[src/rtl/hack_pkg.sv]
// Shared Hack instruction field layout and jump encodings.
// Used by hack_cpu for decode.
package hack_pkg;

  localparam int TYPE_BIT = 15;
  localparam int A_BIT    = 12;
  localparam int COMP_LSB = 6;
  localparam int COMP_W   = 6;
  localparam int DEST_LSB = 3;
  localparam int DEST_W   = 3;
  localparam int JUMP_LSB = 0;
  localparam int JUMP_W   = 3;

  typedef struct packed {
    logic zx;
    logic nx;
    logic zy;
    logic ny;
    logic f;
    logic no;
  } comp_t;

  typedef struct packed {
    logic a;
    logic d;
    logic m;
  } dest_t;

  typedef enum logic [JUMP_W-1:0] {
    JNONE = 3'b000,
    JGT   = 3'b001,
    JEQ   = 3'b010,
    JGE   = 3'b011,
    JLT   = 3'b100,
    JNE   = 3'b101,
    JLE   = 3'b110,
    JMP   = 3'b111
  } jump_e;

endpackage

[src/rtl/alu.sv]
// Hack ALU: x/y zero and negate, add or and, negate output.
// zr/ng flags describe the final result.
module alu (
  input  logic [15:0] x,
  input  logic [15:0] y,
  input  logic        zx,
  input  logic        nx,
  input  logic        zy,
  input  logic        ny,
  input  logic        f,
  input  logic        no,
  output logic [15:0] out,
  output logic        zr,
  output logic        ng
);

  logic [15:0] x1, x2, y1, y2, r;

  // Operand conditioning, function select and output negate.
  always_comb begin
    x1  = zx ? 16'h0000 : x;
    x2  = nx ? ~x1 : x1;
    y1  = zy ? 16'h0000 : y;
    y2  = ny ? ~y1 : y1;
    r   = f ? (x2 + y2) : (x2 & y2);
    out = no ? ~r : r;
    zr  = (out == 16'h0000);
    ng  = out[15];
  end

endmodule

[src/rtl/hack_cpu.sv]
// Single-cycle Hack CPU: A/D registers, decode, PC, ALU instance.
// Optional debug ports enabled by defining HACK_CPU_DEBUG_EN.
module hack_cpu
  import hack_pkg::*;
#(
  parameter logic [14:0] RESET_VECTOR = 15'h0000
) (
  input  logic        clk,
  input  logic        reset,
  input  logic [15:0] instruction,
  input  logic [15:0] inM,
  output logic [15:0] outM,
  output logic        writeM,
  output logic [14:0] addressM,
  output logic [14:0] pc
`ifdef HACK_CPU_DEBUG_EN
  ,
  output logic [15:0] dbg_a,
  output logic [15:0] dbg_d,
  output logic [31:0] dbg_retired
`endif
);

  logic [15:0] a_q, d_q;
  logic [14:0] pc_q;
  logic        is_c;
  comp_t       comp;
  dest_t       dest;
  jump_e       jsel;
  logic [15:0] y_op, alu_out;
  logic        zr, ng, jump;

  assign is_c = instruction[TYPE_BIT];
  assign comp = comp_t'(instruction[COMP_LSB +: COMP_W]);
  assign dest = dest_t'(instruction[DEST_LSB +: DEST_W]);
  assign jsel = jump_e'(instruction[JUMP_LSB +: JUMP_W]);
  assign y_op = instruction[A_BIT] ? inM : a_q;

  alu u_alu (
    .x   (d_q),
    .y   (y_op),
    .zx  (comp.zx),
    .nx  (comp.nx),
    .zy  (comp.zy),
    .ny  (comp.ny),
    .f   (comp.f),
    .no  (comp.no),
    .out (alu_out),
    .zr  (zr),
    .ng  (ng)
  );

  // Jump condition from ALU flags; A-instructions never jump.
  always_comb begin
    jump = 1'b0;
    unique case (jsel)
      JNONE: jump = 1'b0;
      JGT:   jump = ~ng & ~zr;
      JEQ:   jump = zr;
      JGE:   jump = ~ng;
      JLT:   jump = ng;
      JNE:   jump = ~zr;
      JLE:   jump = ng | zr;
      JMP:   jump = 1'b1;
    endcase
    if (!is_c) jump = 1'b0;
  end

  assign outM     = alu_out;
  assign writeM   = is_c & dest.m & ~reset;
  assign addressM = a_q[14:0];
  assign pc       = pc_q;

  // Architectural state; jump target uses A from before the edge.
  always_ff @(posedge clk or posedge reset) begin
    if (reset) begin
      a_q  <= 16'h0000;
      d_q  <= 16'h0000;
      pc_q <= RESET_VECTOR;
    end else begin
      if (!is_c)
        a_q <= instruction;
      else if (dest.a)
        a_q <= alu_out;
      if (is_c && dest.d)
        d_q <= alu_out;
      pc_q <= jump ? a_q[14:0] : pc_q + 15'd1;
    end
  end

`ifdef HACK_CPU_DEBUG_EN
  logic [31:0] retired_q;

  // Retired-instruction counter, one per non-reset edge.
  always_ff @(posedge clk or posedge reset) begin
    if (reset) retired_q <= 32'd0;
    else       retired_q <= retired_q + 32'd1;
  end

  assign dbg_a       = a_q;
  assign dbg_d       = d_q;
  assign dbg_retired = retired_q;
`endif

endmodule

[config.mk]
export PLATFORM = sky130hd
export DESIGN_NAME = hack_cpu
export DESIGN_NICKNAME = d
export VERILOG_FILES = /design/src/rtl/hack_pkg.sv /design/src/rtl/alu.sv /design/src/rtl/hack_cpu.sv
export SDC_FILE = /design/constraint.sdc
export NUM_CORES = 1
export LEC_CHECK = 0
export BUFFER_PORTS_ARGS = -buffer_cell sky130_fd_sc_hd__buf_2
export CAP_MARGIN = 15
export CORE_MARGIN = 2
export CORE_UTILIZATION = 57
export DETAILED_ROUTE_END_ITERATION = 16
export PLACE_DENSITY_LB_ADDON = 0.1
export SLEW_MARGIN = 25
export SYNTH_ARGS = -nofsm -noshare
export SYNTH_HDL_FRONTEND = slang
export SYNTH_HIERARCHICAL = 1
export SYNTH_SLANG_ARGS = --single-unit
[constraint.sdc]
create_clock -name clk -period 5.7 [get_ports clk]
set_input_delay 1.14 -clock clk [delete_from_list [all_inputs] [get_ports clk]]
set_output_delay 1.14 -clock clk [all_outputs]
set_load 0.01 [all_outputs]
==> results by group, run 1 <==
Outcome
  – Outcome: finished clean

Power
  – Max VDD drop: 0.000184 V
  – Sw Share: 0.462
  – Gate power share: 0.647
  – Flop pwr share: 0.259
  – P per Cell Area: 457 nW/µm²
  – Psw: 0.00107 W
  – Cell internal pwr: roughly 0.0012 W
  – Clk pwr share: 0.094
  – Leakage power: 2.13 nW
  – Total power: around 0.0023 W

Logic synthesis
  – Compound-cell area share of the yosys netlist: 0.149
  – Warnings from Yosys: 6
  – Most numerous cell in the Yosys netlist: xnor2_1
  – Mapped Area: 4410 µm²
  – Synth Flop Type: dfrtp_1
  – Register area share after synthesis: 0.267
  – Library cells used by synthesis: 65
  – Commonest cells in the synthesized netlist: xnor2_1 (59), dfrtp_1 (47), nor2_1 (45)
  – Largest family of logic cells by synthesized area: simple AND/OR/NAND/NOR gates
  – Largest cells by area after synthesis: dfrtp_1 (27%), xnor2_1 (12%), mux2_2 (8.7%)
  – Post-synth EDFFs: 0
  – Synth top area share: 0.267
  – Post-synthesis adder-cell area fraction: 0.0528
  – XOR/XNOR share of the synthesized area: 0.125
  – Mux contribution to synthesized area: 0.132
  – Mapped Avg Cell Area: about 8.9 µm²
  – Mapped Cells: about 500
  – Async SR Flop Fraction: 1.00
  – Yosys top cell by area: dfrtp_1
  – Net Count, Synth: 547
  – Synth Register Bits: between 40 and 50
  – Post-Synth Simple-Gate Area: 0.210

Flow run
  – Max_cap viols: 0

Detailed routing
  – Drt wl/cell: between 15 and 20 µm
  – DRT iter0 DRCs: about 140
  – Pre-antenna DRT Iters: 4
  – Via-to-Cell Ratio: approximately 5.6
  – DRC viols: 0
  – Antenna Nets Post-Route: 0
  – Drt total wl: 11200 µm
  – Vias: between 3000 and 4000

Floorplan
  – Core Region: 7610 µm²
  – Die W: between 90 and 100 µm
  – Die area: between 8000 and 9000 µm²
  – Rows: 32
  – Die height: just over 90 µm
  – Initial core utilization: 0.579
  – Boundary Pins: between 80 and 90

Worst hold path
  – Worst min path class: reg2reg

GRT
  – First-pass GRT wire length: ~19000 µm
  – Met2 GRT Util: 0.458
  – GRT overflow: 0
  – Largest net degree at the start of global routing: between 40 and 50
  – GR Util met3: 0.0263
  – Met1 usage: 0.380
  – Initial antenna violation count: 0
  – Global Route Usage Sum: 0.271
  – Busiest metal layer after global routing: met2
  – Vias in the first global route: 3735

Cells and area
  – Filler cell count in the final layout: about 640
  – Layout Nets: 625
  – Area grow syn2layout: 15.1%
  – ANT cells: 0
  – Layout cells sized above 1: 0.317
  – End-of-flow core utilization: 0.667
  – Non-Filler Instances: approximately 680

Worst setup path
  – CP required: between 4 and 5 ns
  – Critical path endpoint category: output pin
  – WP data arrival: around 4.4 ns
  – Setup crit start kind: input port
  – CP Class: in2out
  – Max FO, Critical Path: 7

Clocking
  – Clk slew on worst S/H paths: about 0.090 ns
  – Worst-case clock buffer depth: 2
  – Post-cts hold buffer count: 0
  – CTS tree: done
  – TritonCTS Buffers: 5
  – Clock Latency Late Sink: 0.30 ns
  – Clock Sinks: 47
  – CTS root buffer: clkbuf_8
  – H-tree Lvls: 2

STA
  – Setup Total Neg Slack: 0 ns
  – Fin crit period: between 5 and 6 ns
  – Slew headroom: 0.475
  – Final slew viol count: 0
  – Final hold violations: 0
  – Crit share post-route: 0.967
  – Hold_ws: roughly 0.5 ns
  – Clock skew: 0.00516 ns
  – Fmax: roughly 180 MHz
  – Setup violators final: 0
  – Worst Max-Slew Pin Slew: about 0.78 ns

Placed design
  – Hpwl dp: around 9000 µm
  – I/O Buffers: 80
  – Dpl cells: 667
  – GPL Wtd Cong: just under 0.9
[what timing repair did]
item,in CTS,in global routing
endpoints found under the setup margin,0,14
endpoints found under the hold margin,0,0
setup buffers,0,1
resized for setup,0,7
[worst max-delay path, stage by stage]
cell and delay [ns]:
buf_2 0.12, buf_4 0.12, mux2_2 0.33, nand2b_1 0.10, xnor2_1 0.16, ha_1 0.34
o21ai_1 0.36, o21ai_0 0.18, a21oi_1 0.21, o311ai_0 0.20, or3_2 0.51, a31oi_2 0.25
xnor2_2 0.17, buf_2 0.17
[final cells by class]
class / instances / area, µm² / share of cell area
Tap cell: 102 / 128 / 0.0252
Sequential cell: 47 / 1180 / 0.232
Clock inverter: 2 / 16.3 / 0.00321
Inverter: 11 / 41.3 / 0.00814
Clock buffer: 6 / 82.6 / 0.0163
Timing Repair Buffer: 111 / 637 / 0.126
Multi-Input combinational cell: 397 / 2990 / 0.590
[state kept, by name, indices dropped and copies added (netlist names)]
name and count:
a_q 16, d_q 16, pc 15
[cells in the final DEF, fill, tap and decap left out, drive strengths merged, types with 4 or more instances in the layout]
cell type,instances
a211oi,4
a21oi,46
a31oi,7
and2,4
buf,111
clkbuf,6
dfrtp,47
ha,17
inv,11
mux2,34
mux2i,20
nand2,23
nand2b,38
nand3,10
nand4,4
nor2,45
nor2b,7
nor3,11
nor4,4
o211ai,4
o21ai,15
or3,4
xnor2,59
xor2,4
[path summary, 6_finish.rpt]
path / slack, ns / depth (start not counted) / endpoint / startpoint
max in group asynchronous: 4.25 / 3 / a_q[3] / reset
min reg2reg: 0.51 / 1 / d_q[12] / d_q[12]
max: 0.19 / 14 / outM[14] / instruction[12]
min in group asynchronous: 1.05 / 3 / a_q[11] / reset
max reg2reg: 0.93 / 16 / pc[1] / a_q[0]
min: 0.51 / 1 / d_q[12] / d_q[12]
[power groups by stage]
stage	registers (W)	logic (W)	clock network (W)
2_1_floorplan	0.000603	0.00102	0
3_3_place_gp	0.000596	0.00143	0
3_5_place_dp	0.000605	0.00145	0
4_1_cts	0.000599	0.00146	0.000219
5_1_grt	0.000619	0.00164	0.000237
6_report	0.000600	0.00150	0.000219
[through the flow]
stage                     setup WS [ns]  area [µm²]
after floorplan                 0.00829        4410
after global placement          0.00861        4930
after detailed placement         -0.115        4930
after CTS                         0.103        5030
after global routing            -0.0113        5070
final                             0.188        5070
[logic make-up after synthesis]
group | Yosys count
and+or+nand+nor | 161
buffers and inverters | 51
muxes | 54
AOI/OAI and AO/OA | 101
xor gates and xnor gates | 63
DFF | 47
adders and majority gates | 18
[layer usage]
layer  routed length (µm)  vias up  part of all wire
met5                    0        -                 0
met1                 5320     1837              0.47
met3                  389       11             0.035
li1                     -     1882                 -
met2                 5370       89              0.48
met4                  151        0             0.013
(Power assumes the default switching activity.)
==> run 2, diff against run 1 <==
--- a/config.mk
+++ b/config.mk
@@ -14,5 +14,4 @@
 export SLEW_MARGIN = 25
 export SYNTH_ARGS = -nofsm -noshare
 export SYNTH_HDL_FRONTEND = slang
-export SYNTH_HIERARCHICAL = 1
 export SYNTH_SLANG_ARGS = --single-unit
==> run 2 against run 1 <==
Compared with the run above:
- flip-flop and latch count stayed put
- sequential share of layout area rose by 0.99 points
- fmax increased by 1.5%
- core utilization shrank 0.32 points
- combinational power fell by 5%
- clock skew grew 0.0026 ns
- critical path type unchanged
- largest power group unchanged
- highest routed layer unchanged
==> results by group, run 2 <==
Clocking
  – Clock Sinks: 47 (unchanged)
  – TritonCTS Buffers: 5 (unchanged)
  – Post-cts hold buffer count: 0 (unchanged)
  – PostCTS Resize Cnt: 0 (unchanged)
  – Worst-case clock buffer depth: 2 (unchanged)
  – H-tree Lvls: 2 (unchanged)
  – CTS tree: done
  – Clk slew on worst S/H paths: 0.10 ns (about the same)
  – Clock Latency Late Sink: 0.31 ns (about the same)
  – Postcts setup bufs: 0 (unchanged)
  – CTS root buffer: clkbuf_8

Cells and area
  – ANT cells: 0 (unchanged)
  – Area grow syn2layout: 11.1%
  – Most common cell after layout, fill and taps aside: buf_2
  – Most frequent cells in the layout: buf_2 (80), dfrtp_1 (47), xnor2_1 (44)
  – Layout Nets: 606 (-3.0%)
  – Layout cells sized above 1: 0.249 (-0.0684)
  – Filler cell count in the final layout: 636 (-1.1%)
  – Post-route cell area: 4860 µm² (-4.1%)

Worst setup path
  – Worst path max stage delay: 0.50 ns (about the same)
  – Critical R2R Capture: pc[1]
  – Worst path top cell family by delay: compound AO/OA/AOI/OAI gates
  – CP max stage cell: a311oi_1
  – Critical path depth in cells: 14 (unchanged)
  – Cells on worst reg2reg path: 15 (-1)
  – Setup crit start kind: input port
  – FF-to-FF setup slack: 1.12 ns (+0.19 ns)
  – CP required: 4.56 ns (about the same)
  – Critical path endpoint category: output pin
  – CP Class: in2out
  – WP data arrival: 4.29 ns (-0.08 ns)
  – Worst Path Buf+Inv: 4 (+1)
  – Max FO, Critical Path: 11 (+4)
  – Worst R2R Start: a_q[0]
  – Worst path cell trace: buf_2 -> buf_4 -> buf_4 -> mux2i_1 -> nor2_1 -> xor2_1 -> ha_1 -> a21oi_1 -> o21ai_0 -> nor4_1 -> a311oi_1 -> a31oi_1 -> xnor2_1 -> buf_2

Worst hold path
  – Hold Path End: d_q[2]
  – Hold Path Origin: d_q[2]
  – Hold Crit Depth: 2 (+1)
  – Worst min path class: reg2reg

Logic synthesis
  – Synth Flop Type: dfrtp_1
  – Post-synth EDFFs: 0 (unchanged)
  – Commonest cells in the synthesized netlist: dfrtp_1 (47), xnor2_1 (44), nor2_1 (42)
  – Register area share after synthesis: 0.269 (+0.00175)
  – Async SR Flop Fraction: 1.00 (unchanged)
  – Largest cells by area after synthesis: dfrtp_1 (27%), xnor2_1 (8.8%), mux2i_1 (7.5%)
  – Synth Register Bits: 47 (unchanged)
  – Warnings from Yosys: 0 (-6)
  – Synth top area share: 0.269 (+0.00175)
  – Mapped Cells: 497 (+0.40%)
  – Yosys top cell by area: dfrtp_1
  – Most numerous cell in the Yosys netlist: dfrtp_1
  – Library cells used by synthesis: 61 (-6.2%)
  – Mapped Avg Cell Area: 8.81 µm² (-1.1%)
  – Mapped Area: 4380 µm² (-0.65%)
  – Net Count, Synth: 549 (+0.37%)

GRT
  – Vias in the first global route: 3684 (-1.4%)
  – Largest net degree at the start of global routing: 49 (+2.1%)
  – Global Route Usage Sum: 0.261 (-0.0102)
  – GRT overflow: 0 (unchanged)
  – First-pass GRT wire length: 18000 µm (-3.2%)
  – Initial antenna violation count: 0 (unchanged)

Power
  – Total power: 0.00223 W (-3.9%)
  – Cell internal pwr: 0.00121 W (-2.7%)
  – Leakage power: 2.24 nW (+5.1%)
  – Clk pwr share: 0.097 (+0.003)
  – Psw: 0.00101 W (-5.4%)
  – Max VDD drop: 0.000260 V (+41%)
  – Sw Share: 0.455 (-0.00703)
  – Gate power share: 0.644 (-0.003)
  – P per Cell Area: 458 nW/µm² (+0.19%)
  – Flop pwr share: 0.259 (about the same)

Placed design
  – Hpwl dp: 8300 µm (-6.0%)
  – GPL Wtd Cong: 0.899 (+3.4%)
  – I/O Buffers: 80 (unchanged)
  – DP Worst Slack: 0.252 ns (+0.367 ns)
  – Dpl cell area: 4770 µm² (-3.2%)

STA
  – Fin crit period: 5.43 ns (-0.0790 ns)
  – Hold_ws: 0.503 ns (-0.00913 ns)
  – RSZ-0062 raised after global routing: no
  – Setup violators final: 0 (unchanged)
  – Worst setup margin: 0.267 ns (+0.0790 ns)
  – Clock skew: 0.00778 ns (+0.00263 ns)
  – Worst Max-Slew Pin Slew: 0.779 ns (-0.00611 ns)
  – Setup Total Neg Slack: 0 ns (unchanged)
  – Final hold violations: 0 (unchanged)
  – Slew headroom: 0.480 (+0.00408)
  – Final slew viol count: 0 (unchanged)
  – Fmax: 184 MHz (+1.5%)
  – Crit share post-route: 0.953 (-0.0139)

Detailed routing
  – Pre-antenna DRT Iters: 4 (unchanged)
  – Drt total wl: 10900 µm (-3.3%)
  – Antenna Nets Post-Route: 0 (unchanged)
  – Vias: 3857 (+1.0%)
  – Drt wl/cell: 16.6 µm (about the same)
  – DRT iter0 DRCs: 183 (+34%)
  – DRC viols: 0 (unchanged)
  – Via-to-Cell Ratio: 5.90 (+4.4%)

Floorplan
  – Boundary Pins: 81 (unchanged)
  – Initial core utilization: 0.597 (+0.0179)
  – Die height: 91.6 µm (-0.31%)
  – Rows: 31 (-3.1%)
  – Die W: 91.6 µm (-0.31%)
  – Core Region: 7330 µm² (-3.6%)
  – Die area: 8400 µm² (-0.62%)

Flow run
  – Max_cap viols: 0 (unchanged)

Outcome
  – Outcome: finished clean
-- run 2: worst max-delay path by stage --
stage / start / slack, ns / endpoint
after floorplan: instruction[12] / 0.04 / pc[10]
after global placement: instruction[12] / 0.36 / pc[14]
after detailed placement: instruction[12] / 0.25 / pc[1]
after CTS: instruction[12] / 0.33 / outM[14]
after global routing: instruction[12] / 0.02 / outM[14]
final: instruction[12] / 0.27 / outM[14]
-- run 2: power groups by stage --
stage	logic [W]	clock network, W	registers [W]
6_report	0.00143	0.000217	0.000576
3_3_place_gp	0.00139	0	0.000575
2_1_floorplan	0.00101	0	0.000587
4_1_cts	0.00143	0.000220	0.000576
5_1_grt	0.00157	0.000233	0.000592
3_5_place_dp	0.00142	0	0.000583
-- run 2: logic make-up (layout without fill, tap and decap cells) --
| group | Yosys count | count (layout) | share of synthesized area |
|---|---|---|---|
| DFF | 47 | 47 | 0.269 |
| xor gates and xnor gates | 67 | 67 | 0.134 |
| buffers and inverters | 61 | 119 | 0.0720 |
| and+or+nand+nor | 147 | 147 | 0.177 |
| adders and majority gates | 18 | 18 | 0.0532 |
| AOI/OAI and AO/OA | 96 | 96 | 0.140 |
| muxes | 61 | 61 | 0.155 |
-- run 2: area by class of cell --
class | count | area, µm² | area share
Inverter | 16 | 60.1 | 0.0123
Sequential cell | 47 | 1180 | 0.242
Clock buffer | 5 | 68.8 | 0.0141
Multi-Input combinational cell | 389 | 2890 | 0.594
Clock inverter | 3 | 22.5 | 0.00463
Timing Repair Buffer | 95 | 526 | 0.108
Tap cell | 99 | 124 | 0.0255
-- run 2: through the flow --
step	std cells	util
floorplan	497	-
global placement	646	0.651
detailed placement	646	0.651
CTS	654	0.663
global route	654	0.663
finish	654	0.663
-- run 2: layer usage --
| metal | wire length (µm) | vias up | global-route usage |
|---|---|---|---|
| li1 | - | 1855 | - |
| met5 | 0 | - | 0 |
| met1 | 4790 | 1850 | 0.351 |
| met2 | 5240 | 129 | 0.443 |
| met3 | 555 | 23 | 0.0345 |
| met4 | 269 | 0 | 0.0694 |
-- run 2: worst min-delay path, delay by kind of cell (launching register included) --
kind,cells,cell delay [ns]
simple gates,1,0.05
flops,1,0.37
compound gates,1,0.06
